$ cat config.mk
export PLATFORM = sky130hd
export DESIGN_NAME = instr_encoder
export DESIGN_NICKNAME = d
export VERILOG_FILES = /design/src/rtl/instr_encoder.sv
export SDC_FILE = /design/constraint.sdc
export NUM_CORES = 1
export LEC_CHECK = 0
export CORE_UTILIZATION = 50
export CTS_CLUSTER_SIZE = 25
export DETAILED_ROUTE_END_ITERATION = 6
export DONT_BUFFER_PORTS = 1
export PLACE_DENSITY = 0.65
export SYNTH_ARGS = -nofsm -noshare
export SYNTH_HDL_FRONTEND = slang
export SYNTH_SLANG_ARGS = --single-unit
$ cat constraint.sdc
create_clock -name Clk -period 3.7 [get_ports Clk]
set_clock_uncertainty 0.1 [all_clocks]
set_input_delay 0.74 -clock Clk [delete_from_list [all_inputs] [get_ports Clk]]
set_output_delay 0.74 -clock Clk [all_outputs]
set_load 0.03 [all_outputs]
$ cat src/rtl/instr_encoder.sv
// rtl/instr_encoder.sv - encodes instruction field bundles into 9-bit X9 words and streams them to imem
// A small FIFO decouples bundle acceptance from memory write back-pressure.
module instr_encoder #(
  parameter int ADDR_W     = 8,
  parameter int FIFO_DEPTH = 4
) (
  input  logic              Clk,
  input  logic              Reset,
  input  logic              start,
  input  logic [ADDR_W-1:0] base_addr,
  input  logic              in_valid,
  output logic              in_ready,
  input  logic              in_last,
  input  logic [4:0]        mnem,
  input  logic [3:0]        ra,
  input  logic [3:0]        rb,
  input  logic [3:0]        imm,
  output logic              wr_en,
  input  logic              wr_ready,
  output logic [ADDR_W-1:0] wr_addr,
  output logic [8:0]        wr_data,
  output logic              busy,
  output logic              done,
  output logic              err,
  output logic              wrapped
);

  localparam int PTR_W = (FIFO_DEPTH > 1) ? $clog2(FIFO_DEPTH) : 1;
  localparam int CNT_W = PTR_W + 1;

  typedef enum logic [1:0] {IDLE, RUN, DRAIN} state_e;

  state_e            state_q, state_d;
  logic [8:0]        mem_q [FIFO_DEPTH];
  logic [8:0]        mem_d [FIFO_DEPTH];
  logic [PTR_W-1:0]  rd_ptr_q, rd_ptr_d;
  logic [PTR_W-1:0]  wr_ptr_q, wr_ptr_d;
  logic [CNT_W-1:0]  count_q, count_d;
  logic [ADDR_W-1:0] addr_q, addr_d;
  logic              err_q, err_d;
  logic              wrapped_q, wrapped_d;

  logic [8:0] enc_word;
  logic       enc_legal;
  logic       fifo_empty;
  logic       accept;
  logic       push;
  logic       pop;

  // movr/movi only have room for a 3-bit destination, so ra[3] must be clear
  always_comb begin
    enc_word  = '0;
    enc_legal = 1'b0;
    if (mnem < 5'd16) begin
      enc_word  = {mnem, ra};
      enc_legal = 1'b1;
    end else if (mnem == 5'd16) begin
      enc_word  = {2'b10, ra[2:0], rb};
      enc_legal = !ra[3];
    end else if (mnem == 5'd17) begin
      enc_word  = {2'b11, ra[2:0], imm};
      enc_legal = !ra[3];
    end
  end

  assign fifo_empty = (count_q == '0);
  assign in_ready   = (state_q == RUN) && (count_q < CNT_W'(FIFO_DEPTH));
  assign accept     = in_valid && in_ready;
  assign push       = accept && enc_legal;
  assign wr_en      = !fifo_empty;
  assign pop        = wr_en && wr_ready;
  assign wr_data    = fifo_empty ? 9'd0 : mem_q[rd_ptr_q];
  assign wr_addr    = addr_q;
  assign busy       = (state_q != IDLE);
  assign done       = (state_q == DRAIN) && fifo_empty;
  assign err        = err_q;
  assign wrapped    = wrapped_q;

  always_comb begin
    state_d   = state_q;
    mem_d     = mem_q;
    rd_ptr_d  = rd_ptr_q;
    wr_ptr_d  = wr_ptr_q;
    count_d   = count_q + CNT_W'(push) - CNT_W'(pop);
    addr_d    = addr_q;
    err_d     = err_q;
    wrapped_d = wrapped_q;

    case (state_q)
      IDLE: begin
        if (start) begin
          state_d   = RUN;
          addr_d    = base_addr;
          err_d     = 1'b0;
          wrapped_d = 1'b0;
        end
      end
      RUN: begin
        if (accept && in_last) state_d = DRAIN;
      end
      DRAIN: begin
        if (fifo_empty) state_d = IDLE;
      end
      default: state_d = IDLE;
    endcase

    if (accept && !enc_legal) err_d = 1'b1;

    if (push) begin
      mem_d[wr_ptr_q] = enc_word;
      wr_ptr_d        = wr_ptr_q + PTR_W'(1);
    end

    // The FIFO is always empty in IDLE, so a pop never races a start
    if (pop) begin
      rd_ptr_d = rd_ptr_q + PTR_W'(1);
      addr_d   = addr_q + ADDR_W'(1);
      if (addr_q == '1) wrapped_d = 1'b1;
    end
  end

  always_ff @(posedge Clk) begin
    if (!Reset) begin
      state_q   <= IDLE;
      rd_ptr_q  <= '0;
      wr_ptr_q  <= '0;
      count_q   <= '0;
      addr_q    <= '0;
      err_q     <= 1'b0;
      wrapped_q <= 1'b0;
    end else begin
      state_q   <= state_d;
      rd_ptr_q  <= rd_ptr_d;
      wr_ptr_q  <= wr_ptr_d;
      count_q   <= count_d;
      addr_q    <= addr_d;
      err_q     <= err_d;
      wrapped_q <= wrapped_d;
    end
  end

  always_ff @(posedge Clk) begin
    mem_q <= mem_d;
  end

endmodule

==> flow_summary.ini, run 1 <==
[placed_design]
numPortBuffers = 0
post-place-ws_ns = 0.649
gp_routability_congestion = 0.815
dp_hpwl_um = 3570

[clock_network]
cts_setup_buffers = 0
clockRootBuffer = clkbuf_8
htreeDepth = 2
cts_tree = done
cts_buffers = 5
cts.repair.resized = 0
cts_buffer_depth = 2
clock_latency_ns = 0.30
clk_pin_slew_ns = 0.09
clock_sinks = 55
hold_buffers = 0

[floorplan]
die_w_um = 74.1
ios = 54
die-area_um2 = 5500
dieHeight_um = 74.1
core_um2 = 4880
rows = 25
start_util_pct = 53.3

[pwr]
pwr-share-comb_pct = 30.9
p_clk_share_pct = 22.8
ir_worst_vdd_mv = 0.431
p_leak_nw = 0.953
power.share.switching_pct = 37.4
fin_total_pwr_mw = 1.79
switching_power_mw = 0.669
sequentialPowerShare_pct = 46.4
cellInternalPower_mw = 1.12
cellPowerDensity_nw_per_um2 = 648

[setup_path]
cp_top_family = adder cells
critical_path.cell_chain = o31ai_4, inv_2, ha_1, inv_1, ha_1, fa_1, xor2_1, xnor2_1, and2_1
cp_num_buf_inv = 2
path_max_fanout = 22
critPathCaptureType = register
crit_cells = 9
critPathMaxStageDelay_ns = 0.74
reg2regPathDepth = 9
cp.arrival_ns = 3.10
critPathLaunch = count_q[2]
r2r_start = count_q[2]
crit_top_cell = ha_1
cpMaxStageDelayCell = o31ai_4
start_kind = register
worstSetupPathType = register to register
worst-endpoint-required_ns = 3.81

[timing]
tns_ns = 0
finalSetupViolCount = 0
maxSlewHeadroom_pct = 37.3
tightest_slew_ns = 0.933
hold_viol = 0
hold_ws_ns = 0.411
period_share_pct = 80.7
period_needed_ns = 2.99
fmax_mhz = 335
rsz0062_at_grt = false
slew_violations = 0
worst_slack_ns = 0.713

[global_route]
met1_usage_pct = 25.4
grt_pass1_vias = 1596
grt_start_max_net_pins = 23
grt_pass1_wl_um = 7980
antenna_found_initial = 0
busiest_layer = met2
grt_use_met3_pct = 6.64
met2_usage_pct = 31.5
grt_usage_pct = 19.7
grt.overflow.total = 0

[finish]
final_cell_mix = edfxtp_1 (36), inv_1 (19), dfxtp_1 (19)
nNetsFinal = 244
drive_above_1_share_pct = 12.6
synthToLayoutAreaGrowth_pct = 6.01
nFillCells = 416
final_common_cell = edfxtp_1
antenna_cells = 0

[synthesis]
yosys.area.top_type = edfxtp_1
async_flop_share_pct = 0
ys_seq_area_share_pct = 56.2
avgSynthCellArea_um2 = 12.5
synth_top_area_share_pct = 41.5
yosysUniqueCellTypes = 45
syn_inst = 208
yosys_warnings = 0
synthTopCellsByArea = edfxtp_1 (42%), dfxtp_1 (15%), mux4_2 (7.8%), and2_1 (3.8%), ha_1 (3.4%)
synth_area_um2 = 2600
synth_edf_count = 36
synth-seq-cells = 55
synth_nets = 247
ys.flop_type = edfxtp_1

[detailed_routing]
dr.pass1.iters = 4
drt-wirelength-per-cell_um = 18.2
vias_per_cell = 5.90
wl_um = 4980
drt-initial-drc-count = 110
drc = 0
ant_nets = 0
vias = 1612

[min_path]
hp-start = wr_ptr_q[0]
whs_path_depth = 2
worst_hold_path_type = register to register

[status]
outcome = complete, no violations

[run]
cap_viol_max_count = 0
==> final timing paths <==
check,to,slack [ns]
setup reg to reg,count_q[2],0.71
hold / removal,wr_ptr_q[0],0.41
hold reg to reg,wr_ptr_q[0],0.41
setup / recovery,count_q[2],0.71
==> power groups by stage <==
stage / registers (mW) / clock network (mW) / logic [mW]
finish: 0.829 / 0.407 / 0.552
global route: 0.840 / 0.436 / 0.609
CTS: 0.829 / 0.414 / 0.555
detailed placement: 0.844 / 0 / 0.550
global placement: 0.839 / 0 / 0.535
floorplan: 0.796 / 0 / 0.524
==> layer usage <==
| metal | vias to the layer above | routed length, um | part of all wire [%] |
|---|---|---|---|
| met2 | 52 | 2470 | 50 |
| met4 | 0 | 73 | 1.5 |
| met3 | 7 | 341 | 6.8 |
| li1 | 769 | - | - |
| met5 | - | 0 | 0 |
| met1 | 784 | 2100 | 42 |
==> kinds of logic after synthesis <==
logic type,Yosys count,share of synthesized area (%)
AND/OR/NAND/NOR,62,13.4
XOR/XNOR,3,1.01
adder cells (fa/ha/maj),8,4.13
multiplexers,16,10.5
flip-flops,55,56.2
AO/OA/AOI/OAI,32,9.81
buffers and inverters,32,5.05
==> tightest hold or removal path: cells and delay by family (launching register included) <==
kind | cells | cell delay, ns
muxes | 1 | 0.06
and+or+nand+nor | 1 | 0.06
DFF | 1 | 0.35
==> area by class of cell <==
class	count	area, um2	share of cell area [%]
Tap cell	67	83.8	3.04
Sequential cell	55	1460	53.0
Timing Repair Buffer	1	7.51	0.272
Inverter	21	78.8	2.86
Clock buffer	6	82.6	2.99
Multi-Input combinational cell	121	1010	36.6
Clock inverter	2	35.0	1.27
==> synthesized netlist by cell type (2+ instances only) <==
library cell / count
edfxtp_1: 36
dfxtp_1: 19
inv_1: 19
and2_1: 16
nand2_1: 12
nor3_1: 10
mux4_2: 9
o22ai_1: 8
ha_1: 7
mux2i_1: 7
a21oi_1: 6
clkbuf_1: 5
nor2_1: 5
or3_1: 4
a2111oi_2: 3
a211oi_1: 3
buf_2: 3
nand3_1: 3
nand4_1: 3
buf_1: 2
inv_2: 2
or4_1: 2
xnor2_1: 2
==> sequential cells by signal, indices dropped and copies added (netlist names) <==
name	count
count_q	3
wr_addr	8
state_q	2
err	1
mem_q	36
wrapped	1
wr_ptr_q	2
rd_ptr_q	2
==> per-stage QoR <==
stage                     area (um2)  std cells  util [%]
after CTS                       2760        273      56.5
after global placement          2640        265      54.1
after global routing            2760        273      56.5
after detailed placement        2640        265      54.1
final                           2760        273      56.5
after floorplan                 2600        208         -
Power figures use the tool's default switching activity.
==> run 2: changes to the inputs <==
Settings changed: PLACE_DENSITY 0.65 to 0.68.
Clock period 3.7 ns to 2.5 ns, I/O delays scaled along.
==> flow_summary.ini, run 2 (same netlist as run 1, synthesis figures left out) <==
[placed_design]
gp_routability_congestion = 0.804
dp_hpwl_um = 3810
dp.cells = 284
numPortBuffers = 0
post-place-ws_ns = -0.192
placed_cell_area_um2 = 2810

[detailed_routing]
vias = 1721
wl_met1_um = 2190
wl_met2_um = 2660
vias_per_cell = 5.89
drc = 0
drt-initial-drc-count = 97
wl_um = 5110
dr.pass1.iters = 4
drt-wirelength-per-cell_um = 17.5
wl_met3_um = 206
ant_nets = 0
dr.max_layer_used = met4

[timing]
slew_violations = 0
worst_slack_ns = 0.114
period_needed_ns = 2.39
tightest_slew_ns = 0.584
period_share_pct = 95.4
maxSlewHeadroom_pct = 60.9
fmax_mhz = 419
rsz0062_at_grt = false
finalSetupViolCount = 0
hold_viol = 0

[finish]
nFillCells = 407
regMostFlops = mem_q
layout.cells.non_filler = 292
final_common_cell = edfxtp_1
final_util_pct = 59.6
antenna_cells = 0
largest_reg_flops = 36
synthToLayoutAreaGrowth_pct = 11.7
final_cell_mix = edfxtp_1 (36), buf_4 (20), dfxtp_1 (19)
nNetsFinal = 263
fin_area_um2 = 2910
drive_above_1_share_pct = 22.7

[setup_path]
cpMaxStageDelayCell = fa_2
critical_path.cell_chain = and4bb_1, nor2b_2, inv_2, ha_4, inv_2, ha_4, fa_2, xor2_1, xnor2_1, and2_1
critPathMaxStageDelay_ns = 0.35
start_kind = register
critPathCaptureType = register
worst-endpoint-required_ns = 2.61
worstSetupPathType = register to register
cp.arrival_ns = 2.50
path_max_fanout = 4

[clock_network]
htreeDepth = 2
cts_tree = done
cts_setup_buffers = 0
clock_latency_ns = 0.31
hold_buffers = 0
cts_buffers = 5
clk_pin_slew_ns = 0.10
cts_buffer_depth = 2
clock_sinks = 55
cts.repair.resized = 0
clockRootBuffer = clkbuf_8

[global_route]
grt_pass1_wl_um = 8090
grt.overflow.total = 0
grt_pass1_vias = 1657
grt_start_max_net_pins = 22
antenna_found_initial = 0
grt_usage_pct = 20.4

[floorplan]
rows = 25
start_util_pct = 53.3
dieHeight_um = 74.1
core_um2 = 4880
ios = 54
die_w_um = 74.1
die-area_um2 = 5500

[run]
cap_viol_max_count = 0

[pwr]
cellPowerDensity_nw_per_um2 = 918
fin_total_pwr_mw = 2.67
p_leak_nw = 1.03
ir_worst_vdd_mv = 0.482

[status]
outcome = complete, no violations

[min_path]
worst_hold_path_type = primary input to register
[run 2: final cells by class]
| class | instances | area (um2) | area share (%) |
|---|---|---|---|
| sequential | 55 | 1460 | 50.3 |
| clock buffer | 5 | 68.8 | 2.37 |
| tap | 67 | 83.8 | 2.88 |
| clock inverter | 3 | 23.8 | 0.818 |
| inverter | 21 | 78.8 | 2.71 |
| multi-input combinational | 121 | 1040 | 35.8 |
| timing repair buffer | 20 | 150 | 5.17 |
[run 2: path summary, 6_finish.rpt]
kind                    start     endpoint  slack [ns]  cells after the start
setup reg to reg   count_q[2]   count_q[2]        0.11                     10
hold reg to reg   wr_ptr_q[1]  wr_ptr_q[1]        0.41                      2
hold / removal        in_last   state_q[0]        0.20                      1
setup / recovery   count_q[2]   count_q[2]        0.11                     10
[run 2: per-stage QoR]
stage               setup TNS (ns)  hold slack [ns]
global placement            -0.138            0.376
CTS                              0            0.196
detailed placement          -0.192            0.401
global route                     0            0.194
finish                           0            0.201
floorplan                   -0.119            0.368
[run 2: power breakdown]
group / switching, mW / total, mW / internal (mW)
clock: 0.298 / 0.501 / 0.203
sequential: 0.108 / 1.15 / 1.04
combinational: 0.637 / 1.02 / 0.382
[run 2: routing by layer]
metal	global-route usage, %	vias to the layer above
li1	-	802
met2	35.2	44
met4	6.41	0
met5	0	-
met3	5.15	6
met1	25.2	869
[run 2: critical path: cells and delay by family, from the launching register on]
family,cells,cell delay (ns)
flip-flops,1,0.33
AND/OR/NAND/NOR,3,0.69
buffers and inverters,2,0.10
XOR/XNOR,2,0.32
adder cells (fa/ha/maj),3,0.76
